## src/rtl/font_rom_arbiter_if.sv

```systemverilog
// rtl/font_rom_arbiter_if.sv - requester-side request/grant/response bundle for font_rom_arbiter
interface font_rom_arbiter_if #(
   parameter int N_REQ  = 4,
   parameter int ADDR_W = 11,
   parameter int DATA_W = 8,
   parameter int ID_W   = $clog2(N_REQ)
);
   logic [N_REQ-1:0]        req;
   logic [N_REQ*ADDR_W-1:0] req_addr;
   logic [N_REQ-1:0]        gnt;
   logic                    rsp_valid;
   logic [ID_W-1:0]         rsp_id;
   logic [DATA_W-1:0]       rsp_data;

   modport master (
      output req, req_addr,
      input  gnt, rsp_valid, rsp_id, rsp_data
   );

   modport slave (
      input  req, req_addr,
      output gnt, rsp_valid, rsp_id, rsp_data
   );
endinterface

```

## src/rtl/font_rom_arbiter.sv

```systemverilog
// rtl/font_rom_arbiter.sv - shares one synchronous-read font ROM among N_REQ requesters
// FONT_ARB_ROUND_ROBIN_EN selects round-robin arbitration; fixed priority (lowest index) otherwise.
module font_rom_arbiter #(
   parameter int N_REQ  = 4,
   parameter int ADDR_W = 11,
   parameter int DATA_W = 8,
   parameter int ID_W   = $clog2(N_REQ)
) (
   input  logic              clk,
   input  logic              rst_n,
   font_rom_arbiter_if.slave bus,
   output logic [ADDR_W-1:0] rom_addr,
   input  logic [DATA_W-1:0] rom_data
);
   logic [N_REQ-1:0] gnt_c;
   logic [ID_W-1:0]  gnt_id;
   logic             hit;
   int               idx;

   logic             v1, v2;
   logic [ID_W-1:0]  id1, id2;

`ifdef FONT_ARB_ROUND_ROBIN_EN
   logic [ID_W-1:0]  ptr;
`endif

   always_comb begin
      gnt_c  = '0;
      gnt_id = '0;
      hit    = 1'b0;
      idx    = 0;
      for (int k = 0; k < N_REQ; k++) begin
`ifdef FONT_ARB_ROUND_ROBIN_EN
         idx = int'(ptr) + k;
         if (idx >= N_REQ) idx = idx - N_REQ;
`else
         idx = k;
`endif
         if (!hit && bus.req[idx]) begin
            hit        = 1'b1;
            gnt_c[idx] = 1'b1;
            gnt_id     = ID_W'(idx);
         end
      end
   end

   // Grant is withheld while reset is asserted so nothing is acknowledged and then lost.
   assign bus.gnt = rst_n ? gnt_c : '0;

   always_ff @(posedge clk or negedge rst_n) begin
      if (!rst_n) begin
         rom_addr      <= '0;
         v1            <= 1'b0;
         v2            <= 1'b0;
         id1           <= '0;
         id2           <= '0;
         bus.rsp_valid <= 1'b0;
         bus.rsp_id    <= '0;
         bus.rsp_data  <= '0;
`ifdef FONT_ARB_ROUND_ROBIN_EN
         ptr           <= '0;
`endif
      end else begin
         if (hit) begin
            rom_addr <= bus.req_addr[int'(gnt_id)*ADDR_W +: ADDR_W];
`ifdef FONT_ARB_ROUND_ROBIN_EN
            ptr      <= (gnt_id == ID_W'(N_REQ-1)) ? '0 : gnt_id + 1'b1;
`endif
         end
         // Stage 1 aligns with rom_addr, stage 2 with the ROM's registered data.
         v1            <= hit;
         id1           <= gnt_id;
         v2            <= v1;
         id2           <= id1;
         bus.rsp_valid <= v2;
         if (v2) begin
            bus.rsp_id   <= id2;
            bus.rsp_data <= rom_data;
         end
      end
   end
endmodule

```

## src/flat_wrapper.sv

```systemverilog
// flat-port wrapper written by rule: the top's interface ports become plain ports
module font_rom_arbiter_flat 
#(
   parameter int N_REQ  = 4,
   parameter int ADDR_W = 11,
   parameter int DATA_W = 8,
   parameter int ID_W   = $clog2(N_REQ)
)
  (clk, rst_n, rom_addr, rom_data, bus_req, bus_req_addr, bus_gnt, bus_rsp_valid, bus_rsp_id, bus_rsp_data);
  font_rom_arbiter_if #(.N_REQ(N_REQ), .ADDR_W(ADDR_W), .DATA_W(DATA_W), .ID_W(ID_W)) bus_i ();
  input  logic clk;
  input  logic rst_n;
  output logic [ADDR_W-1:0] rom_addr;
  input  logic [DATA_W-1:0] rom_data;
  input wire logic [$bits(bus_i.req)-1:0] bus_req;
  input wire logic [$bits(bus_i.req_addr)-1:0] bus_req_addr;
  output wire logic [$bits(bus_i.gnt)-1:0] bus_gnt;
  output wire logic [$bits(bus_i.rsp_valid)-1:0] bus_rsp_valid;
  output wire logic [$bits(bus_i.rsp_id)-1:0] bus_rsp_id;
  output wire logic [$bits(bus_i.rsp_data)-1:0] bus_rsp_data;
  assign bus_i.req = bus_req;
  assign bus_i.req_addr = bus_req_addr;
  assign bus_gnt = bus_i.gnt;
  assign bus_rsp_valid = bus_i.rsp_valid;
  assign bus_rsp_id = bus_i.rsp_id;
  assign bus_rsp_data = bus_i.rsp_data;
  font_rom_arbiter #(.N_REQ(N_REQ), .ADDR_W(ADDR_W), .DATA_W(DATA_W), .ID_W(ID_W)) u_core (.clk(clk), .rst_n(rst_n), .bus(bus_i), .rom_addr(rom_addr), .rom_data(rom_data));
endmodule
```

## config.mk

```make
export PLATFORM = sky130hd
export DESIGN_NAME = font_rom_arbiter_flat
export DESIGN_NICKNAME = d
export VERILOG_FILES = /design/src/rtl/font_rom_arbiter_if.sv /design/src/rtl/font_rom_arbiter.sv /design/src/flat_wrapper.sv
export SDC_FILE = /design/constraint.sdc
export NUM_CORES = 1
export LEC_CHECK = 0
export ABC_AREA = 1
export CELL_PAD_IN_SITES_DETAIL_PLACEMENT = 1
export CELL_PAD_IN_SITES_GLOBAL_PLACEMENT = 2
export CORE_MARGIN = 2
export CORE_UTILIZATION = 30
export DETAILED_ROUTE_END_ITERATION = 10
export DONT_BUFFER_PORTS = 1
export GPL_ROUTABILITY_DRIVEN = 0
export PLACE_DENSITY = 0.87
export REMOVE_ABC_BUFFERS = 1
export SLEW_MARGIN = 10
export SYNTH_ARGS = -nofsm -noshare
export SYNTH_HDL_FRONTEND = slang
export SYNTH_SLANG_ARGS = --single-unit
```

## constraint.sdc

```tcl
create_clock -name clk -period 1 [get_ports clk]
set_input_delay 0.1 -clock clk [delete_from_list [all_inputs] [get_ports clk]]
set_output_delay 0.1 -clock clk [all_outputs]
set_load 0.02 [all_outputs]
```

# Word-level counts from Yosys, hierarchy flattened
# Cells that the tools add are included.
# totals
regBits	28
mem_count	0
ramBits	0
out_inout_bits	26
romBits	0
inputBits	58
word_cells	27
latchBits	0
# classes
addsub	0
n_reduce_logical	6
n_bitwise	0
n_lt_le_gt_ge	0
shift	1
mul	1
div_mod_pow	0
n_eq_ne	0
n_mux	11
# op_table
operator	n
44-bit by 32-bit indexed part select with 11-bit output	1
1-bit two-way mux	8
2-bit by 4-bit multiplier with 6-bit output, second input constant	1
2-bit two-way mux	2
4-bit two-way mux	1
1-bit logical AND	3
1-bit logical NOT	3

# Longest topological paths before layout
# logic_depth
word_depth	12
depth_mapped	10
ltp_nobuf	9

# Worst setup path after synthesis
# No wires, ideal clock.
# synth_path
path_kind	register to register
from	register u_core.v2
to	register u_core.bus.rsp_data[0]
arrival_ns	0.850
t_required_ns	0.875
path_buffers	1
setup_slack_ns	0.025
path_stages_with_launch	3
path_cell_list	dfrtp_1 > buf_2 > mux2_2
# synth_lines
item	line	text
from (decl)	font_rom_arbiter.sv:20	logic v1, v2;
from (signal assigned)	font_rom_arbiter.sv:73	v2 <= v1;
to (signal assigned)	font_rom_arbiter.sv:78	bus.rsp_data <= rom_data;
to (decl)	font_rom_arbiter_if.sv:22	output gnt, rsp_valid, rsp_id, rsp_data
# No word-level cell between the ends.

# Final worst setup path
# layout_path
from	register u_core.v2
to	register u_core.bus.rsp_data[4]
# No word-level cell between the ends.

==> summary.txt <==
Status
  • Status: finished clean

Placed design
  • Detail Placement HPWL: 3.45 mm
  • Inst Count DP: 307
  • Port buffer count: 0

Clocking
  • Clock H-tree levels: 1
  • Clk buf depth: 2
  • Clk_lat worst skew: 260 ps
  • Clk pin slew, worst setup/hold paths: 90 ps
  • Post-CTS Setup Inserts: 0
  • CTS tree: yes
  • CTS Sinks: 28
  • CTS root buf: clkbuf_8
  • Num CTS Buffers: 3

Timing
  • Slew Limit Headroom: 79.3%
  • Tcrit/Tclk final: 96.7%
  • Slew @ Worst Pin: 309 ps
  • Hold slack final: 119 ps
  • Final hold vios: 0
  • Fin crit period: 967 ps
  • Worst-case clock skew: 3.14 ps
  • Maximum clock rate: 1030 MHz
  • Max-slew violations: 0
  • RSZ-0062 raised after global routing: yes
  • Setup_tns: 0 ps
  • Setup violators final: 0

Final layout
  • Commonest non-fill, non-tap cell in the layout: nand2_1
  • Layout overhead on the synthesized area: 22.7%
  • Share of post-route cells with drive strength above 1: 29.8%
  • Nets@finish: 308
  • Antenna Cells: 0
  • Most frequent cells in the layout: nand2_1 (67), inv_1 (49), dfrtp_1 (28)
  • Layout Cells excl Fill: 320

Detailed routing
  • Initial DRC count: 23
  • Vias post-DR: 1424
  • Pre-Repair DR Iteration Count: 4
  • Post-DR wirelength/cell: 14.3 µm
  • Avg Vias per Cell: 4.45
  • Antenna viol nets, final: 0
  • WL final: 4.58 mm
  • DR DRC count: 0

Worst setup path
  • Crit path buf inv count: 1
  • Worst stage delay on the critical path: 380 ps
  • Reg2reg end: u_core.bus.rsp_data[4]
  • Worst r2r src: u_core.v2
  • Crit-path slowest cell: dfrtp_1
  • Crit path required time: 1150 ps
  • WS Path Type: reg -> reg
  • Crit start category: flip-flop
  • R2R cell count: 2
  • Crit-path leading delay family: flip-flops
  • R2r setup slk: 30 ps
  • CP arrival: 1120 ps
  • CP max FO: 11
  • CP endpoint kind: flip-flop
  • Crit-path cells: buf_12 -> mux2_2

Floorplan
  • Starting density of the core: 31.1%
  • # IOs: 84
  • Die width: 79.8 µm
  • Chip height: 79.8 µm
  • Core Area: 0.00554 mm²
  • Die ar.: 0.00637 mm²
  • Cell Rows: 27

GRT
  • Largest net degree at the start of global routing: 29
  • Initial antenna violation count: 0
  • All-layer global routing usage: 14.9%
  • First-pass GRT wire length: 7.28 mm
  • Total gr overflow: 0
  • Vias in the first global route: 1499

Synth
  • Yosys reg bits: 28
  • Cell taking the most area after synthesis: dfrtp_1
  • Post-synthesis simple-gate area fraction: 33.1%
  • Synth Area in XOR/XNOR: 0%
  • Register area share after synthesis: 40.6%
  • Mux share of post-synthesis cell area: 6.53%
  • Yosys top cell area share: 40.6%
  • Largest family of logic cells by synthesized area: simple AND/OR/NAND/NOR gates
  • Cells after Synth: 219
  • Ys Warns: 0
  • Yosys cell types: 22
  • Largest cells by area after synthesis: dfrtp_1 (41%), nand2_1 (15%), inv_1 (11%)
  • Complex-gate fraction of the synthesized area: 3.70%
  • Mapped Area: 0.00173 mm²
  • Synth Area in Adders: 0%
  • Mapped Avg Cell Area: 7.88 µm²

Worst hold path
  • Hold Crit Depth: 6
  • Worst hold path type: in -> reg
  • Worst Hold Launch: bus_req_addr[12]
  • Hold Path End: u_core.rom_addr[1]

Power and ir drop
  • PwrDens: 1190 mW/mm²
  • Pleak: 1.18 nW
  • Worst IR drop on VDD: 0.000418 V

Run
  • Max-cap viol count: 0
==> cell families (layout without fill, tap and decap cells) <==
group                  after synthesis  count (layout)
AO/OA/AOI/OAI                       12              12
multiplexers                        10              10
AND/OR/NAND/NOR                    108             108
flip-flops                          28              28
buffers and inverters               61              90
==> area by class of cell <==
| cell class | count | area [µm²] |
|---|---|---|
| clock buffer | 3 | 41.3 |
| fill | 680 | 3420 |
| inverter | 51 | 191 |
| multi-input combinational | 130 | 751 |
| sequential | 28 | 701 |
| tap | 72 | 90.1 |
| timing repair buffer | 36 | 343 |
==> state kept, by name (all words and copies together), names as in the netlist <==
register              flops
u_core.v2                 1
u_core.bus.rsp_data       8
u_core.bus.rsp_valid      1
u_core.id1                2
u_core.id2                2
u_core.bus.rsp_id         2
u_core.v1                 1
u_core.rom_addr          11
==> layer usage <==
metal	GRT usage [%]	routed length, µm	up-vias
met5	0	0	-
met4	2.54	10	0
met3	3.85	299	2
met2	29.2	2420	52
met1	15.9	1840	665
li1	-	-	705
==> per-stage QoR <==
| stage | instance area, µm² | power, mW | setup slack (ps) | util, % |
|---|---|---|---|---|
| floorplan | 1640 | 1.69 | -195 | - |
| global placement | 1960 | 1.87 | -21.9 | 35.4 |
| detailed placement | 1960 | 1.89 | -85.1 | 35.4 |
| CTS | 2110 | 2.56 | 18.2 | 38.1 |
| global route | 2120 | 2.69 | -0.908 | 38.2 |
| finish | 2120 | 2.52 | 33.1 | 38.2 |
==> cells in the mapped netlist <==
library cell,count
nand3b_1,1
buf_2,5
buf_4,2
nand2_2,11
o21ai_2,1
inv_2,2
dfrtp_1,28
nand2_1,67
buf_8,1
nor2_2,1
o21ai_0,10
mux2_2,10
nand3_2,17
nand2_4,1
nor2_4,1
nand3_1,6
nor2_1,2
inv_1,49
buf_12,1
nor4_1,1
o21ai_1,1
buf_6,1
==> where the power goes <==
part	switching [mW]	internal, mW	total (mW)
clock network	0.325	0.270	0.595
registers	0.121	1.22	1.35
logic	0.326	0.249	0.575
==> tightest hold or removal path, cell delays in order <==
cell and delay [ps]:
inv_1 20, nand2_1 50, nand2_1 50, nand2_1 50
nand2_1 40, nand2_1 50
==> what timing repair did <==
item / 4_1_cts / 5_1_grt
endpoints found under the hold margin: 36 / 0
gates resized for setup: 0 / 1
setup endpoints to repair: 0 / 1
hold buffers: 10 / 0
==> worst max path at each step <==
stage	slack (ps)	to	start	cells after the start
after floorplan	-200	u_core.rom_addr[0]	bus_req[0]	8
after global placement	-20	u_core.rom_addr[2]	bus_req[0]	8
after detailed placement	-90	u_core.rom_addr[9]	bus_req[0]	8
after CTS	20	u_core.bus.rsp_data[1]	u_core.v2	2
after global routing	-0.9	u_core.bus.rsp_id[0]	u_core.v2	2
final	30	u_core.bus.rsp_data[4]	u_core.v2	2
No activity file was read; power rests on OpenSTA's default activity.
